===== config.mk =====
export PLATFORM = sky130hd
export DESIGN_NAME = tdc_meas_ctrl
export DESIGN_NICKNAME = d
export VERILOG_FILES = /design/src/rtl/tdc_meas_ctrl_pkg.sv /design/src/rtl/tdc_result_fifo.sv /design/src/rtl/tdc_meas_ctrl.sv
export SDC_FILE = /design/constraint.sdc
export NUM_CORES = 1
export LEC_CHECK = 0
export CAP_MARGIN = 0
export CORE_ASPECT_RATIO = 2
export CORE_UTILIZATION = 45
export CTS_BUF_LIST = sky130_fd_sc_hd__clkbuf_8
export DETAILED_ROUTE_END_ITERATION = 10
export SLEW_MARGIN = 20
export SYNTH_ARGS = -nofsm -noshare
export SYNTH_HDL_FRONTEND = slang
export SYNTH_SLANG_ARGS = --single-unit

===== constraint.sdc =====
create_clock -name iClk -period 9.9 [get_ports iClk]
set_input_delay 0.99 -clock iClk [delete_from_list [all_inputs] [get_ports iClk]]
set_output_delay 0.99 -clock iClk [all_outputs]
set_load 0.01 [all_outputs]

===== src/rtl/tdc_meas_ctrl_pkg.sv =====
// Shared definitions for the TDC measurement sequencer: result word width,
// FSM state encoding and the CLEAR hold length.
package tdc_meas_ctrl_pkg;

    // Width of the TDC result word
    localparam int TDC_DIG_OUT = 32;

    // Cycles spent in CLEAR, covering the TDC's two-flop ready delay
    localparam int CLEAR_CYCLES = 2;
    localparam int CLR_W        = (CLEAR_CYCLES > 1) ? $clog2(CLEAR_CYCLES) : 1;

    typedef enum logic [1:0] {
        IDLE  = 2'd0,
        CLEAR = 2'd1,
        ARMED = 2'd2,
        DRAIN = 2'd3
    } state_e;

endpackage : tdc_meas_ctrl_pkg


===== src/rtl/tdc_result_fifo.sv =====
// Synchronous result FIFO with a registered head word. Pointers carry one
// extra bit so full and empty can be told apart. A word pushed into an empty
// FIFO reaches the head one cycle later.
module tdc_result_fifo #(
    parameter int DIG_OUT    = 32,
    parameter int FIFO_DEPTH = 8
) (
    input  logic               clk,
    input  logic               rst_n,
    input  logic               clear,
    input  logic               push,
    input  logic [DIG_OUT-1:0] push_data,
    input  logic               pop,
    output logic               full,
    output logic               empty,
    output logic [DIG_OUT-1:0] head
);

    localparam int AW = $clog2(FIFO_DEPTH);

    logic [DIG_OUT-1:0] mem [FIFO_DEPTH];
    logic [AW:0]        wr_ptr, rd_ptr;
    logic [AW:0]        wr_next, rd_next;
    logic               push_eff, pop_eff;

    assign empty    = (wr_ptr == rd_ptr);
    assign full     = (wr_ptr[AW] != rd_ptr[AW]) && (wr_ptr[AW-1:0] == rd_ptr[AW-1:0]);
    assign pop_eff  = pop && !empty;
    assign push_eff = push && (!full || pop_eff);
    assign rd_next  = rd_ptr + (AW+1)'(pop_eff);
    assign wr_next  = wr_ptr + (AW+1)'(push_eff);

    // Pointer update; clear empties the FIFO in one cycle
    // NOTE: sequential state uses non-blocking assignments so every flop samples pre-edge values.
    always_ff @(posedge clk or negedge rst_n) begin
        if (!rst_n) begin
            wr_ptr <= '0;
            rd_ptr <= '0;
        end else if (clear) begin
            wr_ptr <= '0;
            rd_ptr <= '0;
        end else begin
            wr_ptr <= wr_next;
            rd_ptr <= rd_next;
        end
    end

    // Storage write
    // NOTE: the array is not reset; only pointers define validity, so storage stays plain RAM.
    always_ff @(posedge clk) begin
        if (push_eff) begin
            mem[wr_ptr[AW-1:0]] <= push_data;
        end
    end

    // Registered head: bypass the pushed word when it becomes the head
    always_ff @(posedge clk or negedge rst_n) begin
        if (!rst_n) begin
            head <= '0;
        end else if (clear) begin
            head <= '0;
        end else if (push_eff && (wr_ptr == rd_next)) begin
            head <= push_data;
        end else if (rd_next != wr_ptr) begin
            head <= mem[rd_next[AW-1:0]];
        end
    end

endmodule : tdc_result_fifo


===== src/rtl/tdc_meas_ctrl.sv =====
// TDC measurement sequencer: arms the TDC for a burst of hits, buffers each
// result in tdc_result_fifo and streams it out over valid/ready.
// Optional watchdog: define TDC_CTRL_TIMEOUT_EN to build the re-arm timer;
// without it ARMED waits for a hit indefinitely and oTimeoutErr is 0.
module tdc_meas_ctrl
    import tdc_meas_ctrl_pkg::*;
#(
    parameter int DIG_OUT    = TDC_DIG_OUT,
    parameter int FIFO_DEPTH = 8,
    parameter int BURST_W    = 16,
    parameter int TIMEOUT_W  = 16
) (
    input  logic                 iClk,
    input  logic                 iRst_n,
    input  logic                 iStart,
    input  logic                 iAbort,
    input  logic [BURST_W-1:0]   iBurstLen,
    input  logic [TIMEOUT_W-1:0] iTimeout,
    output logic                 oTdcEnable,
    output logic                 oTdcRst,
    input  logic                 iTdcDone,
    input  logic [DIG_OUT-1:0]   iTdcData,
    output logic [DIG_OUT-1:0]   oData,
    output logic                 oValid,
    input  logic                 iReady,
    output logic                 oBusy,
    output logic [BURST_W-1:0]   oCount,
    output logic                 oOverflow,
    output logic                 oTimeoutErr
);

    state_e             state, next_state;
    logic [CLR_W-1:0]   clr_cnt;
    logic [BURST_W-1:0] burst_len_q;
    logic [BURST_W-1:0] count_inc;
    logic               fifo_full, fifo_empty;
    logic               push, drop, pop, start_ok;
    logic               wd_expire;

    assign pop        = oValid && iReady;
    assign oValid     = !fifo_empty;
    assign count_inc  = oCount + 1'b1;
    assign oBusy      = (state != IDLE);
    assign oTdcEnable = (state == ARMED);
    assign oTdcRst    = (state != ARMED);

    // Next-state and per-cycle strobes; abort > hit > watchdog
    // NOTE: every output gets a default first so no path leaves a latch behind.
    always_comb begin
        next_state = state;
        push       = 1'b0;
        drop       = 1'b0;
        start_ok   = 1'b0;
        if (iAbort) begin
            next_state = IDLE;
        end else begin
            case (state)
                IDLE: begin
                    if (iStart) begin
                        start_ok   = 1'b1;
                        next_state = CLEAR;
                    end
                end
                CLEAR: begin
                    if (clr_cnt == CLR_W'(CLEAR_CYCLES - 1)) next_state = ARMED;
                end
                ARMED: begin
                    if (iTdcDone) begin
                        if (!fifo_full || pop) begin
                            push = 1'b1;
                            if ((burst_len_q != '0) && (count_inc == burst_len_q)) next_state = DRAIN;
                        end else begin
                            drop = 1'b1;
                        end
                    end else if (wd_expire) begin
                        next_state = CLEAR;
                    end
                end
                DRAIN: begin
                    if (fifo_empty) next_state = IDLE;
                end
                default: next_state = IDLE;
            endcase
        end
    end

    // State register and CLEAR hold counter
    always_ff @(posedge iClk or negedge iRst_n) begin
        if (!iRst_n) begin
            state   <= IDLE;
            clr_cnt <= '0;
        end else begin
            state   <= next_state;
            clr_cnt <= (state == CLEAR && next_state == CLEAR) ? clr_cnt + 1'b1 : '0;
        end
    end

    // Burst length latch, result counter and sticky overflow flag
    always_ff @(posedge iClk or negedge iRst_n) begin
        if (!iRst_n) begin
            burst_len_q <= '0;
            oCount      <= '0;
            oOverflow   <= 1'b0;
        end else if (start_ok) begin
            burst_len_q <= iBurstLen;
            oCount      <= '0;
            oOverflow   <= 1'b0;
        end else begin
            if (push) oCount    <= count_inc;
            if (drop) oOverflow <= 1'b1;
        end
    end

`ifdef TDC_CTRL_TIMEOUT_EN
    logic [TIMEOUT_W-1:0] timeout_q, wd_cnt;
    logic                 timeout_hit;

    assign wd_expire   = (timeout_q != '0) && (wd_cnt == timeout_q);
    assign timeout_hit = (state == ARMED) && (next_state == CLEAR);

    // Watchdog: restarts on entry to ARMED and on every accepted hit
    always_ff @(posedge iClk or negedge iRst_n) begin
        if (!iRst_n) begin
            timeout_q   <= '0;
            wd_cnt      <= '0;
            oTimeoutErr <= 1'b0;
        end else begin
            if (start_ok) timeout_q <= iTimeout;
            if (state != ARMED || push) wd_cnt <= '0;
            else                        wd_cnt <= wd_cnt + 1'b1;
            if (start_ok)         oTimeoutErr <= 1'b0;
            else if (timeout_hit) oTimeoutErr <= 1'b1;
        end
    end
`else
    logic unused_timeout;

    assign unused_timeout = ^iTimeout;
    assign wd_expire      = 1'b0;
    assign oTimeoutErr    = 1'b0;
`endif

    tdc_result_fifo #(
        .DIG_OUT    (DIG_OUT),
        .FIFO_DEPTH (FIFO_DEPTH)
    ) u_fifo (
        .clk       (iClk),
        .rst_n     (iRst_n),
        .clear     (iAbort),
        .push      (push),
        .push_data (iTdcData),
        .pop       (pop),
        .full      (fifo_full),
        .empty     (fifo_empty),
        .head      (oData)
    );

endmodule : tdc_meas_ctrl


== Word-level counts from Yosys, hierarchy flattened ==
Memories as Yosys holds them, arrays and structs flattened.
Cells that the tools add are included.
W data, S select, Z words.

* Add/sub/neg operators: 4
* Equality and inequality tests: 11
* Multiplexer cells: 31
* Reduce and logical (&&, ||, !) cells: 17

{| class="wikitable"
|+ Operators by type and width
! operator !! count
|-
| $mux W32 || 3
|-
| $mux W16 || 2
|-
| $add A16 B1 Y16 const B || 1
|-
| $eq A16 B16 Y1 || 1
|-
| $mux W1 || 16
|-
| $reduce_bool A16 Y1 || 1
|-
| $mux W2 || 7
|-
| $add A4 B1 Y4 || 2
|-
| $eq A4 B4 Y1 || 2
|-
| $mux W4 || 2
|-
| $pmux W2 S4 || 1
|-
| $logic_and A1 B1 Y1 || 7
|-
| $reduce_bool A2 Y1 || 3
|-
| $eq A2 B1 Y1 const B || 2
|-
| $eq A2 B2 Y1 const B || 2
|-
| $ne A4 B4 Y1 || 1
|-
| $eq A3 B3 Y1 || 1
|-
| $reduce_bool A3 Y1 || 1
|-
| $logic_not A1 Y1 || 2
|-
| $logic_not A2 Y1 || 1
|-
| $logic_or A1 B1 Y1 || 2
|-
| $ne A2 B2 Y1 const B || 1
|-
| $add A1 B1 Y1 const B || 1
|-
| $ne A1 B1 Y1 || 1
|}

* Flip-flop bits (word level): 76
* Bits in writable memories: 256
* Input port bits: 70
* Logic and storage cells: 72
* Memories: 1

{| class="wikitable"
|+ Memories
! name !! depth !! width !! read ports !! clocked after Yosys merged registers in !! wr ports !! line !! source
|-
| u_fifo.mem || 8 || 32 || 1 || 0 || 1 || tdc_result_fifo.sv:21 || <nowiki>logic [DIG_OUT-1:0] mem [FIFO_DEPTH];</nowiki>
|}

== Logic depth before layout (Yosys ltp) ==
* Depth after elaboration: 12
* Gate-level depth with buffers: 12
* Mapped depth without buffers: 10

== By module ==
A second synthesis with hierarchy kept.

* Cell total of the unflattened synthesis: 915
* Area, all modules: 14162.3 µm²

{| class="wikitable"
|+ Modules (own cells, without submodules)
! module !! times used !! cells each !! area an instance (µm²) !! seq. area each (µm²)
|-
| tdc_result_fifo || 1 || 689 || 12015.3 || 8688.3
|-
| tdc_meas_ctrl || 1 || 226 || 2147.1 || 900.9
|}

== Worst setup path after synthesis ==
No wires, ideal clock.

* Path kind: input -> register
* From: input iAbort
* To: memory u_fifo.mem[1][0], enable pin
* Setup time: 0.513 ns
* Arrival time: 5.318 ns
* Path slack: 4.069 ns
* Cell stages on the path: 6
* Cells stage by stage: clkbuf_1 nor3b_1 o31ai_2 buf_4 buf_2 nor4b_1

* Word-level cells in the longest chain between the ends: 4

{| class="wikitable"
|+ RTL lines
! what !! line !! source
|-
| start, declared || tdc_meas_ctrl.sv:16 || <nowiki>input logic iAbort,</nowiki>
|-
| $mux W1 || tdc_meas_ctrl.sv:54 || <nowiki>if (iAbort) begin</nowiki>
|-
| $logic_and A1 B1 Y1 || tdc_result_fifo.sv:29 || <nowiki>assign push_eff = push && (!full || pop_eff);</nowiki>
|-
| $mux W1 || tdc_result_fifo.sv:51 || <nowiki>if (push_eff) begin</nowiki>
|-
| $mux W1 (implied by the code) || tdc_result_fifo.sv:52 || <nowiki>mem[wr_ptr[AW-1:0]] <= push_data;</nowiki>
|-
| end, declared || tdc_result_fifo.sv:21 ||
|}

Every way passes these cells.

== Worst setup path after layout ==
* From: register u_fifo.rd_ptr[3]
* To: register u_fifo.head[19]

* Word-level cells in the longest chain between the ends: 12

{| class="wikitable"
|+ RTL lines
! what !! line !! source
|-
| start, declared || tdc_result_fifo.sv:22 || <nowiki>logic [AW:0] wr_ptr, rd_ptr;</nowiki>
|-
| start signal, assigned || tdc_result_fifo.sv:44 || <nowiki>rd_ptr <= rd_next;</nowiki>
|-
| branches (longest 12 deep; another with $mem_v2 Z8 W32) || -- ||
|-
| end signal, assigned || tdc_result_fifo.sv:63 || <nowiki>head <= push_data;</nowiki>
|-
| end signal, assigned || tdc_result_fifo.sv:65 || <nowiki>head <= mem[rd_next[AW-1:0]];</nowiki>
|-
| end, declared || tdc_result_fifo.sv:16 || <nowiki>output logic [DIG_OUT-1:0] head</nowiki>
|}

Parallel ways; which one is timed is not known. The select of a mux whose other input is x is not followed.
A chain may end at the register's enable or synchronous reset.

==> out/results.txt <==
In this run, post-CTS hold repair placed 0 buffers. The number of slew-limit violations in the final report was 0. After clock tree synthesis, the clock-pin slew on the worst setup and hold paths is 70 ps. The wire length per cell after detailed routing was 23.3 um; the total via count in the routed design was 7,857. The worst setup path is captured at a register.

The tree is rooted in a sky130_fd_sc_hd__clkbuf_8. Net switching is 21.7% of the power. The run gives 0 as the number of warning messages in the yosys log. For the portion of total power attributed to sequential cells, the log shows 53.9%.

In the final design database the tool counted 1,019 nets. The first global-routing pass estimated 48,400 um of wire. After floorplanning, the core was sized to cover 0.0301 mm2. The top fanout value on the critical path is 40, and the global routing usage summed across all routing layers is 20.9%. The cell-internal power came out at 2.25 mW. The run gives 29.9% as the max-slew headroom at the worst pin.

Switching power: 0.624 mW. The most used flip-flop cell after synthesis is sky130_fd_sc_hd__edfxtp_1. The run gives 0 as the global route total overflow. The area growth from synthesis to layout is 18.8%. The worst IR drop on VDD is 0.000106 V. The number of primary I/O pins was 124. The detail route stage leaves a number of antenna-violating nets equal to 0. Data required time at the worst endpoint: 10,370 ps. The worst hold path belongs to the class input pin to async pin. The logs give 823 for the synthesized netlist cell count and 2,463 for the number of fill cells. The floorplan has 90 rows. Setup violations remaining at the end of the flow were counted as 0.

For this run, the detailed router's first-pass iteration total came to 8. The logs give 1 for the initial antenna violation count and 5.45 nW for the leakage power. In the layout the commonest cells are sky130_fd_sc_hd__edfxtp_1, sky130_fd_sc_hd__clkdlybuf4s50_1, sky130_fd_sc_hd__nand2_1, sky130_fd_sc_hd__dfrtp_1, sky130_fd_sc_hd__mux4_2.

Timing would allow up to 231 MHz. After detailed routing, the total wire length is 31,600 um. In the final layout, the multi-input gates occupy 0.00395 mm2.

The average instance area after synthesis came out at 16.6 um2. Between clock sinks in the finished design, the worst skew comes to 14.1 ps. The fraction of the cycle the final worst path needs was 43.7%. The number of synthesized register bits came out at 332. The starting density of the core was 45.6%; the final standard cell area without fillers was 0.0163 mm2. For the worst flop-to-flop path, the logic depth is 10.

Setup repair after global routing left no endpoint under its margin. For the CTS sink count, the log shows 332. The die outline width was 125 um; the half-perimeter wire length after detailed placement was 17,600 um. The die covers 0.0312 mm2. The number of enable-type register cells in the synthesized netlist is 256.

The critical path start-end classification is register to register. At the end of routability-driven placement, the weighted congestion stood at 0.847. The sum of negative setup slack came out at 0 ps. The tools report the summed instance area of the synthesized netlist as 0.0137 mm2. The post-CTS resize count was 0.

Using the TritonRoute via totals, the vias-per-cell ratio works out to 5.81. The port buffer count is 106. Once placement finished, the instance area stood at 0.0152 mm2.

Combinational logic burns 5.0% of the power. Transition at the pin with the smallest max-transition slack: 1050 ps. The number of nets in the synthesized netlist is 898.

After the first detailed-routing iteration, the DRC count stood at 378. The proportion of register bits with asynchronous set or reset after synthesis is 22.9%, and the post-layout minimum cycle time is 4330 ps. Entering global routing, the biggest net connects 67 pins. Counting distinct cell types in the post-synthesis netlist gives 46. Clock latency on the worst-skew pair, taken at its later pin, is 580 ps. The critical path launch point type was a register. The most critical setup path has its startpoint at u_fifo.rd_ptr[3]. From bottom edge to top edge, the die measures 249 um. The number of global-route vias before repair is 8,119. The flow ran to the end, but the final reports show violations.

CTS H-tree depth: 2. TritonCTS built the clock tree. The tool flagged a number of max-cap violations equal to 0. Buffers added to address setup during post-CTS repair amount to 0. The number of clock buffers added by TritonCTS is 47.

The run gives 4800 ps as the arrival time reported for the critical path endpoint. The power per standard cell area works out to 177 mW/mm2. The maximum buffer depth of the clock tree was 3. Leaving out fill and tap cells, the most frequent cell in the layout is sky130_fd_sc_hd__edfxtp_1. The tools report the residual DRC count as 13. The checks that failed: design-rule violations.

Fraction of layout instances using a drive strength above 1: 19.9%. Sequential cell area fraction in the yosys report: 70.0%. In this run the critical register-to-register path is launched from u_fifo.rd_ptr[3]. Per report_power, the clock group accounts for 41.1% of the total.

The total count of hold-check failures in the final report is 0. The tools report the area taken by flip-flops and latches as 0.00959 mm2.
routing by layer:
layer  track usage [%]  vias up  share of wire (%)
li1                  -     3485                  -
met1              25.1     4112                 39
met2              38.4      213                 55
met3              2.88       47                4.1
met4              6.72        0                2.0
met5                 0        -                  0
final timing paths:
kind / slack, ps / endpoint
worst max-delay path: 5570 / u_fifo.head[19]
worst min-delay path: 250 / burst_len_q[15]
worst max register to register: 5570 / u_fifo.head[19]
worst min register to register: 530 / oOverflow
max in group asynchronous: 8410 / u_fifo.head[2]
min in group iClk: 530 / oOverflow
metrics by stage:
step	setup WS (ps)	util, %	total power, mW	hold slack [ps]	cells
floorplan	4070	-	1.64	499	823
global placement	5190	50.6	1.72	509	1263
detailed placement	5160	50.6	1.72	512	1263
CTS	5420	54.1	2.91	227	1351
global route	5060	54.1	2.98	230	1352
finish	5570	54.1	2.87	252	1352
final cells by class:
type	count	area share [%]
clock inverters	35	1.97
repair buffers	128	7.50
flip-flops and latches	332	58.9
inverters	2	0.0461
clock buffers	53	4.48
well taps	368	2.83
multi-input cells	433	24.2
diodes	1	0.0154
cell usage after synthesis (2+ instances only):
cell | count | area [um2]
sky130_fd_sc_hd__nand2b_1 | 4 | 25.0
sky130_fd_sc_hd__xnor2_1 | 15 | 131
sky130_fd_sc_hd__nand4_1 | 6 | 37.5
sky130_fd_sc_hd__or2_2 | 2 | 12.5
sky130_fd_sc_hd__nor2b_1 | 38 | 238
sky130_fd_sc_hd__a31oi_1 | 5 | 31.3
sky130_fd_sc_hd__nand3b_1 | 2 | 15.0
sky130_fd_sc_hd__o21ai_0 | 21 | 105
sky130_fd_sc_hd__nor3_1 | 6 | 30.0
sky130_fd_sc_hd__ha_1 | 5 | 62.6
sky130_fd_sc_hd__nor2_1 | 14 | 52.6
sky130_fd_sc_hd__edfxtp_1 | 256 | 7690
sky130_fd_sc_hd__a21oi_1 | 9 | 45.0
sky130_fd_sc_hd__nor4b_1 | 2 | 17.5
sky130_fd_sc_hd__o211ai_1 | 2 | 15.0
sky130_fd_sc_hd__nand3_1 | 9 | 45.0
sky130_fd_sc_hd__mux4_2 | 64 | 1440
sky130_fd_sc_hd__mux2_2 | 16 | 180
sky130_fd_sc_hd__buf_2 | 26 | 130
sky130_fd_sc_hd__nand2_1 | 84 | 315
sky130_fd_sc_hd__xor2_1 | 19 | 166
sky130_fd_sc_hd__a211oi_1 | 32 | 240
sky130_fd_sc_hd__dfrtp_1 | 76 | 1900
sky130_fd_sc_hd__a311oi_1 | 32 | 280
sky130_fd_sc_hd__nor4_1 | 7 | 43.8
sky130_fd_sc_hd__clkbuf_1 | 26 | 97.6
sky130_fd_sc_hd__o31ai_1 | 10 | 75.1
sky130_fd_sc_hd__mux2i_1 | 3 | 30.0
sky130_fd_sc_hd__and2_1 | 2 | 12.5
sky130_fd_sc_hd__buf_4 | 3 | 22.5
sky130_fd_sc_hd__nor3b_1 | 4 | 30.0
sky130_fd_sc_hd__and2_0 | 4 | 25.0
sky130_fd_sc_hd__and4_1 | 3 | 26.3
sky130_fd_sc_hd__and3_1 | 4 | 25.0
sequential cells by signal, indices dropped and copies added, names as in the netlist:
signal         cells
u_fifo.mem       256
u_fifo.head       32
burst_len_q       16
oCount            16
u_fifo.rd_ptr      4
u_fifo.wr_ptr      4
state              2
clr_cnt            1
oOverflow          1
power groups by stage:
stage	clock, mW	combinational, mW	sequential, mW
floorplan	0	0.0713	1.57
finish	1.18	0.145	1.55
CTS	1.21	0.147	1.55
detailed placement	0	0.147	1.58
global route	1.27	0.159	1.55
global placement	0	0.145	1.58
logic make-up after synthesis:
kind of cell	after synthesis	synth area share [%]
flip-flops	332	70.0
AND/OR/NAND/NOR	195	7.28
AO/OA/AOI/OAI	115	6.12
multiplexers	83	12.1
buffers and inverters	58	1.91
XOR/XNOR	34	2.17
adder cells (fa/ha/maj)	5	0.457
other	1	0.0274
critical path: stages, from the launching register on:
cell and delay (ps):
sky130_fd_sc_hd__dfrtp_1 400, sky130_fd_sc_hd__xnor2_1 460, sky130_fd_sc_hd__nand4_1 270, sky130_fd_sc_hd__and2_1 260, sky130_fd_sc_hd__ha_4 670, sky130_fd_sc_hd__buf_4 720
sky130_fd_sc_hd__xor2_1 210, sky130_fd_sc_hd__nor4_4 200, sky130_fd_sc_hd__buf_4 470, sky130_fd_sc_hd__a211oi_1 150, sky130_fd_sc_hd__a311oi_1 310
Note: power is estimated with default switching activity, not from simulation.
